## src/rtl/elevator_pkg.sv

```systemverilog
// ============================================================================
// Module   : elevator_pkg
// Purpose  : Shared types and constants for the elevator request dispatcher.
// Revision : 1.0 - initial release
// ============================================================================
`default_nettype none

package elevator_pkg;

  localparam int   FLOOR_W  = 6;
  localparam logic DIR_UP   = 1'b1;
  localparam logic DIR_DOWN = 1'b0;

  typedef enum logic [1:0] {
    IDLE  = 2'd0,
    SERVE = 2'd1,
    DWELL = 2'd2
  } disp_state_t;

  // Out-of-range floor reports are treated as the top served floor.
  function automatic logic [FLOOR_W-1:0] clamp_floor(input logic [FLOOR_W-1:0] floor,
                                                     input int num_floors);
    if (int'(floor) >= num_floors) return FLOOR_W'(num_floors - 1);
    return floor;
  endfunction

endpackage

`default_nettype wire

```

## src/rtl/elevator_scan_select.sv

```systemverilog
// ============================================================================
// Module   : elevator_scan_select
// Purpose  : Combinational SCAN-order pick of the next floor from a call mask.
// Revision : 1.0 - initial release
// ============================================================================
`default_nettype none

module elevator_scan_select
  import elevator_pkg::*;
#(
  parameter int NUM_FLOORS = 48
) (
  input  logic [NUM_FLOORS-1:0] i_pending,
  input  logic [FLOOR_W-1:0]    i_current_floor,
  input  logic                  i_dir_up,
  output logic                  o_found,
  output logic [FLOOR_W-1:0]    o_target,
  output logic                  o_new_dir
);

  logic [FLOOR_W-1:0] w_cf;
  logic               w_ge_lo_vld, w_gt_lo_vld, w_le_hi_vld, w_lt_hi_vld;
  logic [FLOOR_W-1:0] w_ge_lo, w_gt_lo, w_le_hi, w_lt_hi;

  assign w_cf = clamp_floor(i_current_floor, NUM_FLOORS);

  // Descending sweep leaves the lowest hit, ascending sweep the highest.
  always_comb begin
    w_ge_lo_vld = 1'b0;
    w_gt_lo_vld = 1'b0;
    w_le_hi_vld = 1'b0;
    w_lt_hi_vld = 1'b0;
    w_ge_lo     = '0;
    w_gt_lo     = '0;
    w_le_hi     = '0;
    w_lt_hi     = '0;
    for (int f = NUM_FLOORS - 1; f >= 0; f--) begin
      if (i_pending[f] && (f >= int'(w_cf))) begin
        w_ge_lo_vld = 1'b1;
        w_ge_lo     = FLOOR_W'(f);
      end
      if (i_pending[f] && (f > int'(w_cf))) begin
        w_gt_lo_vld = 1'b1;
        w_gt_lo     = FLOOR_W'(f);
      end
    end
    for (int f = 0; f < NUM_FLOORS; f++) begin
      if (i_pending[f] && (f <= int'(w_cf))) begin
        w_le_hi_vld = 1'b1;
        w_le_hi     = FLOOR_W'(f);
      end
      if (i_pending[f] && (f < int'(w_cf))) begin
        w_lt_hi_vld = 1'b1;
        w_lt_hi     = FLOOR_W'(f);
      end
    end
  end

  always_comb begin
    o_found   = 1'b0;
    o_target  = '0;
    o_new_dir = i_dir_up;
    if (i_dir_up) begin
      if (w_ge_lo_vld) begin
        o_found  = 1'b1;
        o_target = w_ge_lo;
      end else if (w_lt_hi_vld) begin
        o_found   = 1'b1;
        o_target  = w_lt_hi;
        o_new_dir = DIR_DOWN;
      end
    end else begin
      if (w_le_hi_vld) begin
        o_found  = 1'b1;
        o_target = w_le_hi;
      end else if (w_gt_lo_vld) begin
        o_found   = 1'b1;
        o_target  = w_gt_lo;
        o_new_dir = DIR_UP;
      end
    end
  end

endmodule

`default_nettype wire

```

## src/rtl/elevator_request_dispatcher.sv

```systemverilog
// ============================================================================
// Module   : elevator_request_dispatcher
// Purpose  : Latches floor calls, issues SCAN-ordered targets, times door dwell.
//            Optional en-route retargeting enabled by ELEVATOR_RETARGET_EN.
// Revision : 1.0 - initial release
// ============================================================================
`default_nettype none

module elevator_request_dispatcher
  import elevator_pkg::*;
#(
  parameter int NUM_FLOORS   = 48,
  parameter int DWELL_CYCLES = 4
) (
  input  logic                  clk,
  input  logic                  rst_n,
  input  logic [NUM_FLOORS-1:0] i_btn_press,
  input  logic [FLOOR_W-1:0]    i_current_floor,
  output logic [FLOOR_W-1:0]    o_floor_request,
  output logic                  o_req_valid,
  output logic                  o_door_open,
  output logic [NUM_FLOORS-1:0] o_pending,
  output logic                  o_dir_up
);

  localparam int               CNT_W        = (DWELL_CYCLES > 1) ? $clog2(DWELL_CYCLES) : 1;
  localparam logic [CNT_W-1:0] c_DWELL_LOAD = CNT_W'(DWELL_CYCLES - 1);

  disp_state_t           r_state, w_state_nxt;
  logic [FLOOR_W-1:0]    r_floor_request, w_floor_request_nxt;
  logic                  r_req_valid, w_req_valid_nxt;
  logic                  r_door_open, w_door_open_nxt;
  logic                  r_dir_up, w_dir_up_nxt;
  logic [NUM_FLOORS-1:0] r_pending, w_pending_nxt;
  logic [CNT_W-1:0]      r_cnt, w_cnt_nxt;

  logic [NUM_FLOORS-1:0] w_fr_onehot, w_set, w_clr;
  logic                  w_sel_found, w_sel_dir;
  logic [FLOOR_W-1:0]    w_sel_target;
  logic                  w_retarget;
  logic [FLOOR_W-1:0]    w_retarget_floor;

  assign w_fr_onehot = {{(NUM_FLOORS-1){1'b0}}, 1'b1} << r_floor_request;

  elevator_scan_select #(.NUM_FLOORS(NUM_FLOORS)) u_select (
    .i_pending       (r_pending),
    .i_current_floor (i_current_floor),
    .i_dir_up        (r_dir_up),
    .o_found         (w_sel_found),
    .o_target        (w_sel_target),
    .o_new_dir       (w_sel_dir)
  );

`ifdef ELEVATOR_RETARGET_EN
  logic [FLOOR_W-1:0]    w_cf;
  logic [NUM_FLOORS-1:0] w_rt_window, w_rt_pending;
  logic                  w_rt_found, w_rt_dir;
  logic [FLOOR_W-1:0]    w_rt_target;

  assign w_cf = clamp_floor(i_current_floor, NUM_FLOORS);

  // Only calls strictly between the car and its target, on the travel side.
  always_comb begin
    w_rt_window = '0;
    for (int f = 0; f < NUM_FLOORS; f++) begin
      if (r_dir_up) w_rt_window[f] = (f > int'(w_cf)) && (f < int'(r_floor_request));
      else          w_rt_window[f] = (f < int'(w_cf)) && (f > int'(r_floor_request));
    end
  end

  assign w_rt_pending = r_pending & w_rt_window;

  elevator_scan_select #(.NUM_FLOORS(NUM_FLOORS)) u_retarget (
    .i_pending       (w_rt_pending),
    .i_current_floor (i_current_floor),
    .i_dir_up        (r_dir_up),
    .o_found         (w_rt_found),
    .o_target        (w_rt_target),
    .o_new_dir       (w_rt_dir)
  );

  assign w_retarget       = w_rt_found && (w_rt_dir == r_dir_up);
  assign w_retarget_floor = w_rt_target;
`else
  assign w_retarget       = 1'b0;
  assign w_retarget_floor = r_floor_request;
`endif

  always_comb begin
    w_state_nxt         = r_state;
    w_floor_request_nxt = r_floor_request;
    w_req_valid_nxt     = r_req_valid;
    w_door_open_nxt     = r_door_open;
    w_dir_up_nxt        = r_dir_up;
    w_cnt_nxt           = r_cnt;
    w_set               = i_btn_press;
    w_clr               = '0;
    case (r_state)
      IDLE: begin
        if (w_sel_found) begin
          w_floor_request_nxt = w_sel_target;
          w_req_valid_nxt     = 1'b1;
          w_dir_up_nxt        = w_sel_dir;
          w_state_nxt         = SERVE;
        end
      end
      SERVE: begin
        if (i_current_floor == r_floor_request) begin
          w_state_nxt     = DWELL;
          w_door_open_nxt = 1'b1;
          w_cnt_nxt       = c_DWELL_LOAD;
        end else if (w_retarget) begin
          w_floor_request_nxt = w_retarget_floor;
        end
      end
      DWELL: begin
        // A press at the open floor holds the door instead of re-queueing.
        w_set = i_btn_press & ~w_fr_onehot;
        if (|(i_btn_press & w_fr_onehot)) begin
          w_cnt_nxt = c_DWELL_LOAD;
        end else if (r_cnt == '0) begin
          w_clr           = w_fr_onehot;
          w_door_open_nxt = 1'b0;
          w_req_valid_nxt = 1'b0;
          w_state_nxt     = IDLE;
        end else begin
          w_cnt_nxt = r_cnt - 1'b1;
        end
      end
      default: w_state_nxt = IDLE;
    endcase
    w_pending_nxt = (r_pending | w_set) & ~w_clr;
  end

  always_ff @(posedge clk or negedge rst_n) begin
    if (!rst_n) begin
      r_state         <= IDLE;
      r_floor_request <= '0;
      r_req_valid     <= 1'b0;
      r_door_open     <= 1'b0;
      r_dir_up        <= DIR_UP;
      r_pending       <= '0;
      r_cnt           <= '0;
    end else begin
      r_state         <= w_state_nxt;
      r_floor_request <= w_floor_request_nxt;
      r_req_valid     <= w_req_valid_nxt;
      r_door_open     <= w_door_open_nxt;
      r_dir_up        <= w_dir_up_nxt;
      r_pending       <= w_pending_nxt;
      r_cnt           <= w_cnt_nxt;
    end
  end

  assign o_floor_request = r_floor_request;
  assign o_req_valid     = r_req_valid;
  assign o_door_open     = r_door_open;
  assign o_pending       = r_pending;
  assign o_dir_up        = r_dir_up;

endmodule

`default_nettype wire

```

## config.mk

```make
export PLATFORM = sky130hd
export DESIGN_NAME = elevator_request_dispatcher
export DESIGN_NICKNAME = d
export VERILOG_FILES = /design/src/rtl/elevator_pkg.sv /design/src/rtl/elevator_scan_select.sv /design/src/rtl/elevator_request_dispatcher.sv
export SDC_FILE = /design/constraint.sdc
export NUM_CORES = 1
export LEC_CHECK = 0
export CORE_MARGIN = 3
export CORE_UTILIZATION = 30
export CTS_CLUSTER_SIZE = 8
export DETAILED_ROUTE_END_ITERATION = 8
export DONT_BUFFER_PORTS = 1
export GPL_TIMING_DRIVEN = 1
export HOLD_SLACK_MARGIN = 0.12
export PLACE_DENSITY_LB_ADDON = 0.05
export SYNTH_ARGS = -nofsm -noshare
export SYNTH_HDL_FRONTEND = slang
export SYNTH_HIERARCHICAL = 1
export SYNTH_SLANG_ARGS = --single-unit
```

## constraint.sdc

```tcl
create_clock -name clk -period 4.8 [get_ports clk]
set_input_delay 0.96 -clock clk [delete_from_list [all_inputs] [get_ports clk]]
set_output_delay 0.96 -clock clk [all_outputs]
set_load 0.005 [all_outputs]
```

==> impl_metrics.json <==
{
  "path_depth": 9,
  "drt-initial-drc-count": 1251,
  "detail_route.wl_per_cell_um": 29.2,
  "slowest_cell_on_the_critical_path": "sky130_fd_sc_hd__nor3b_1",
  "timing_worst_setup_path_type": "in -> reg",
  "post-dp-hpwl_mm": 33.0,
  "placementRows": 61,
  "post-route-drc-count": 0,
  "root_buffer": "sky130_fd_sc_hd__clkbuf_16",
  "timing_worst_slew_pin_value_ps": 1190,
  "cpPeakStageDelay_ps": 960,
  "worst_path_dominant_cell_family": "simple AND/OR/NAND/NOR gates",
  "first_pass_grt_wire_length_mm": 65.1,
  "leakagePower_nw": 3.12,
  "critPathMaxFanout": 67,
  "core_sq_um": 27900,
  "fp.dieW_um": 175,
  "unique_masters_post_synth": 108,
  "cts_setup_buffers": 0,
  "fp.dieH_um": 175,
  "period_share_pct": 85.5,
  "postSynthNetCount": 1261,
  "synth.cell_area_sq_um": 8540,
  "tns_ps": 0,
  "area.growth.synth_to_final_pct": 3.77,
  "gp_congestion": 0.885,
  "critical_path_buf_inv_count": 0,
  "fmax_mhz": 244,
  "synthFlopType": "sky130_fd_sc_hd__dfrtp_1",
  "min_path_type": "in -> async",
  "crit_path_cell_trace": "a211oi_1, and3_1, a31oi_1, nand2_1, nor4_1, nor3b_1, nand2_1, nor3b_1, mux2_2",
  "synth_top_area_share_pct": 17.6,
  "globalRouteOverflowTotal": 0,
  "numCtsBuffers": 9,
  "die_area_sq_um": 30500,
  "power-per-cell-area_nw_per_um2": 248,
  "ctsHtreeMaxLevel": 3,
  "synthCells": 1204,
  "clockBufferDepth": 2,
  "number_of_antenna_violations_at_the_first_check_in_global_routing": 1,
  "final_max_slew_viol_count": 0,
  "grt_start_max_net_pins": 94,
  "worstRegToRegCells": 7,
  "timing.slew.headroom_pct": 20.4,
  "detail-route-antenna-nets": 0,
  "n_antenna_cell": 0,
  "drive_gt1_share_pct": 8.22,
  "drt-pass1-iter-count": 6,
  "yosys-top-cells-count": "sky130_fd_sc_hd__nand2_1, sky130_fd_sc_hd__o21ai_0, sky130_fd_sc_hd__a21oi_1",
  "final.setup_skew_ps": 6.25,
  "syn_area_per_cell_sq_um": 7.09,
  "ioPinCount": 113,
  "cts.reportedPaths.clkPinSlew_ps": 50,
  "worstSetupStartpointType": "primary input",
  "post_cts_hold_buffer_count": 0,
  "max_cap_viol_count": 0,
  "synthMostInstantiatedCell": "sky130_fd_sc_hd__nand2_1",
  "worstPathRequired_ps": 5010,
  "worst-r2r-setup-slack_ps": 1170,
  "worst_skew_pair.late_latency_ps": 330,
  "ir_worst_vdd_mv": 0.220,
  "total_power_w": 0.00219,
  "cp-end-kind": "flop",
  "routed_via_density": 6.67,
  "start_util_pct": 30.6,
  "ys_async_sr_fraction_pct": 100,
  "status": "completed",
  "fin_nets": 1198,
  "number_of_global_route_vias_before_repair": 9690,
  "critical_path_arrival_ps": 4320,
  "yosys.area.top_type": "sky130_fd_sc_hd__dfrtp_1",
  "cts_tree": "yes",
  "cts_resized": 0,
  "sequential_area_share_after_synthesis_pct": 17.9,
  "track_usage_pct": 27.8,
  "number_of_flip_flops_and_latches_in_the_synthesized_netlist": 61,
  "cts.sink_count": 61,
  "placement.io_buffers": 0,
  "synth_edf_count": 0,
  "drt_wl_total_mm": 44.5,
  "post-route-min-period_ps": 4100,
  "grt_setup_unrepaired": "no",
  "setup_violations": 0,
  "synthTopCellsByArea": "sky130_fd_sc_hd__dfrtp_1, sky130_fd_sc_hd__nand2_1, sky130_fd_sc_hd__o21ai_0",
  "vias": 10154,
  "number_of_failing_hold_endpoints_at_the_final_stage": 0,
  "synth_warnings": 6
}
## flip-flops by register name, summed over array words and instances, names as in the netlist
signal,cells
r_cnt,2
o_pending,48
o_door_open,1
o_req_valid,1
o_dir_up,1
o_floor_request,6
r_state,2
## worst reg2reg max path, cell delays in order, from the launching register on
cell,delay [ps]
sky130_fd_sc_hd__dfrtp_1,1090
sky130_fd_sc_hd__nand2b_1,380
sky130_fd_sc_hd__nor3b_1,820
sky130_fd_sc_hd__a311oi_1,260
sky130_fd_sc_hd__o31ai_1,120
sky130_fd_sc_hd__nor3_1,120
sky130_fd_sc_hd__and3_1,490
sky130_fd_sc_hd__a21oi_1,270
## where the power goes
group	internal [W]	switching (W)	leakage, nW
Sequential	0.000542	0.000148	0.559
Combinational	0.000323	0.000515	2.41
Clock	0.000439	0.000227	0.148
Total	0.00130	0.000890	3.12
## cells in the final DEF, fill, tap and decap left out, drive strengths merged, types with 7 or more instances in the layout
master and n:
a21oi 95, nand2b 24, o21ai 123, and3 20, or4 8, a211oi 20
o211ai 25, and2 11, dfrtp 60, a21o 10, o31ai 10, o221ai 8
buf 18, nor3 23, o2111ai 9, nand3b 12, nand3 76, nor4 18
a32oi 12, nand4 24, nor2 70, o21a 8, inv 23, a21boi 16
a211o 12, mux2 9, o22ai 9, o311ai 7, o31a 11, nand2 184
nor2b 15, clkbuf 13, a2111oi 7, a31oi 22
## through the flow
stage	worst slack (ps)	cells	util [%]	area, sq um	hold WS, ps
detailed placement	567	1508	30.6	8560	525
CTS	898	1522	31.7	8860	309
finish	697	1522	31.7	8860	323
floorplan	876	1204	-	8540	448
global route	664	1522	31.7	8860	306
global placement	598	1508	30.6	8560	522
## per-layer routing
| layer | up-vias | global-route usage [%] | share of wire [%] |
|---|---|---|---|
| met1 | 5010 | 36.7 | 42 |
| met4 | 0 | 9.21 | 3.4 |
| met3 | 72 | 5.02 | 7.6 |
| met2 | 533 | 45.9 | 46 |
| li1 | 4539 | - | - |
| met5 | - | 0 | 0 |
## kinds of logic after synthesis
family,Yosys count,share of synthesized area [%]
and+or+nand+nor,529,32.6
AOI/OAI and AO/OA,477,38.7
buffers and inverters,115,7.97
DFF,61,17.9
muxes,15,2.04
xor gates and xnor gates,6,0.616
adders and majority gates,1,0.147
## worst paths after layout
kind                                      end                from
max in group asynchronous            o_dir_up               rst_n
hold / removal                  o_pending[11]               rst_n
setup / recovery           o_floor_request[0]  i_current_floor[1]
min in group clk                   r_state[0]          r_state[1]
hold reg to reg                    r_state[0]          r_state[1]
setup reg to reg                o_pending[36]  o_floor_request[1]
## area by class of cell
| type | count | area, sq um |
|---|---|---|
| Fill cell | 3135 | 19100 |
| Multi-Input combinational cell | 1028 | 6340 |
| Sequential cell | 61 | 1530 |
| Tap cell | 378 | 473 |
| Clock buffer | 13 | 270 |
| Timing Repair Buffer | 18 | 135 |
| Inverter | 23 | 86.3 |
| Clock inverter | 1 | 30.0 |
Power figures use the tool's default switching activity.
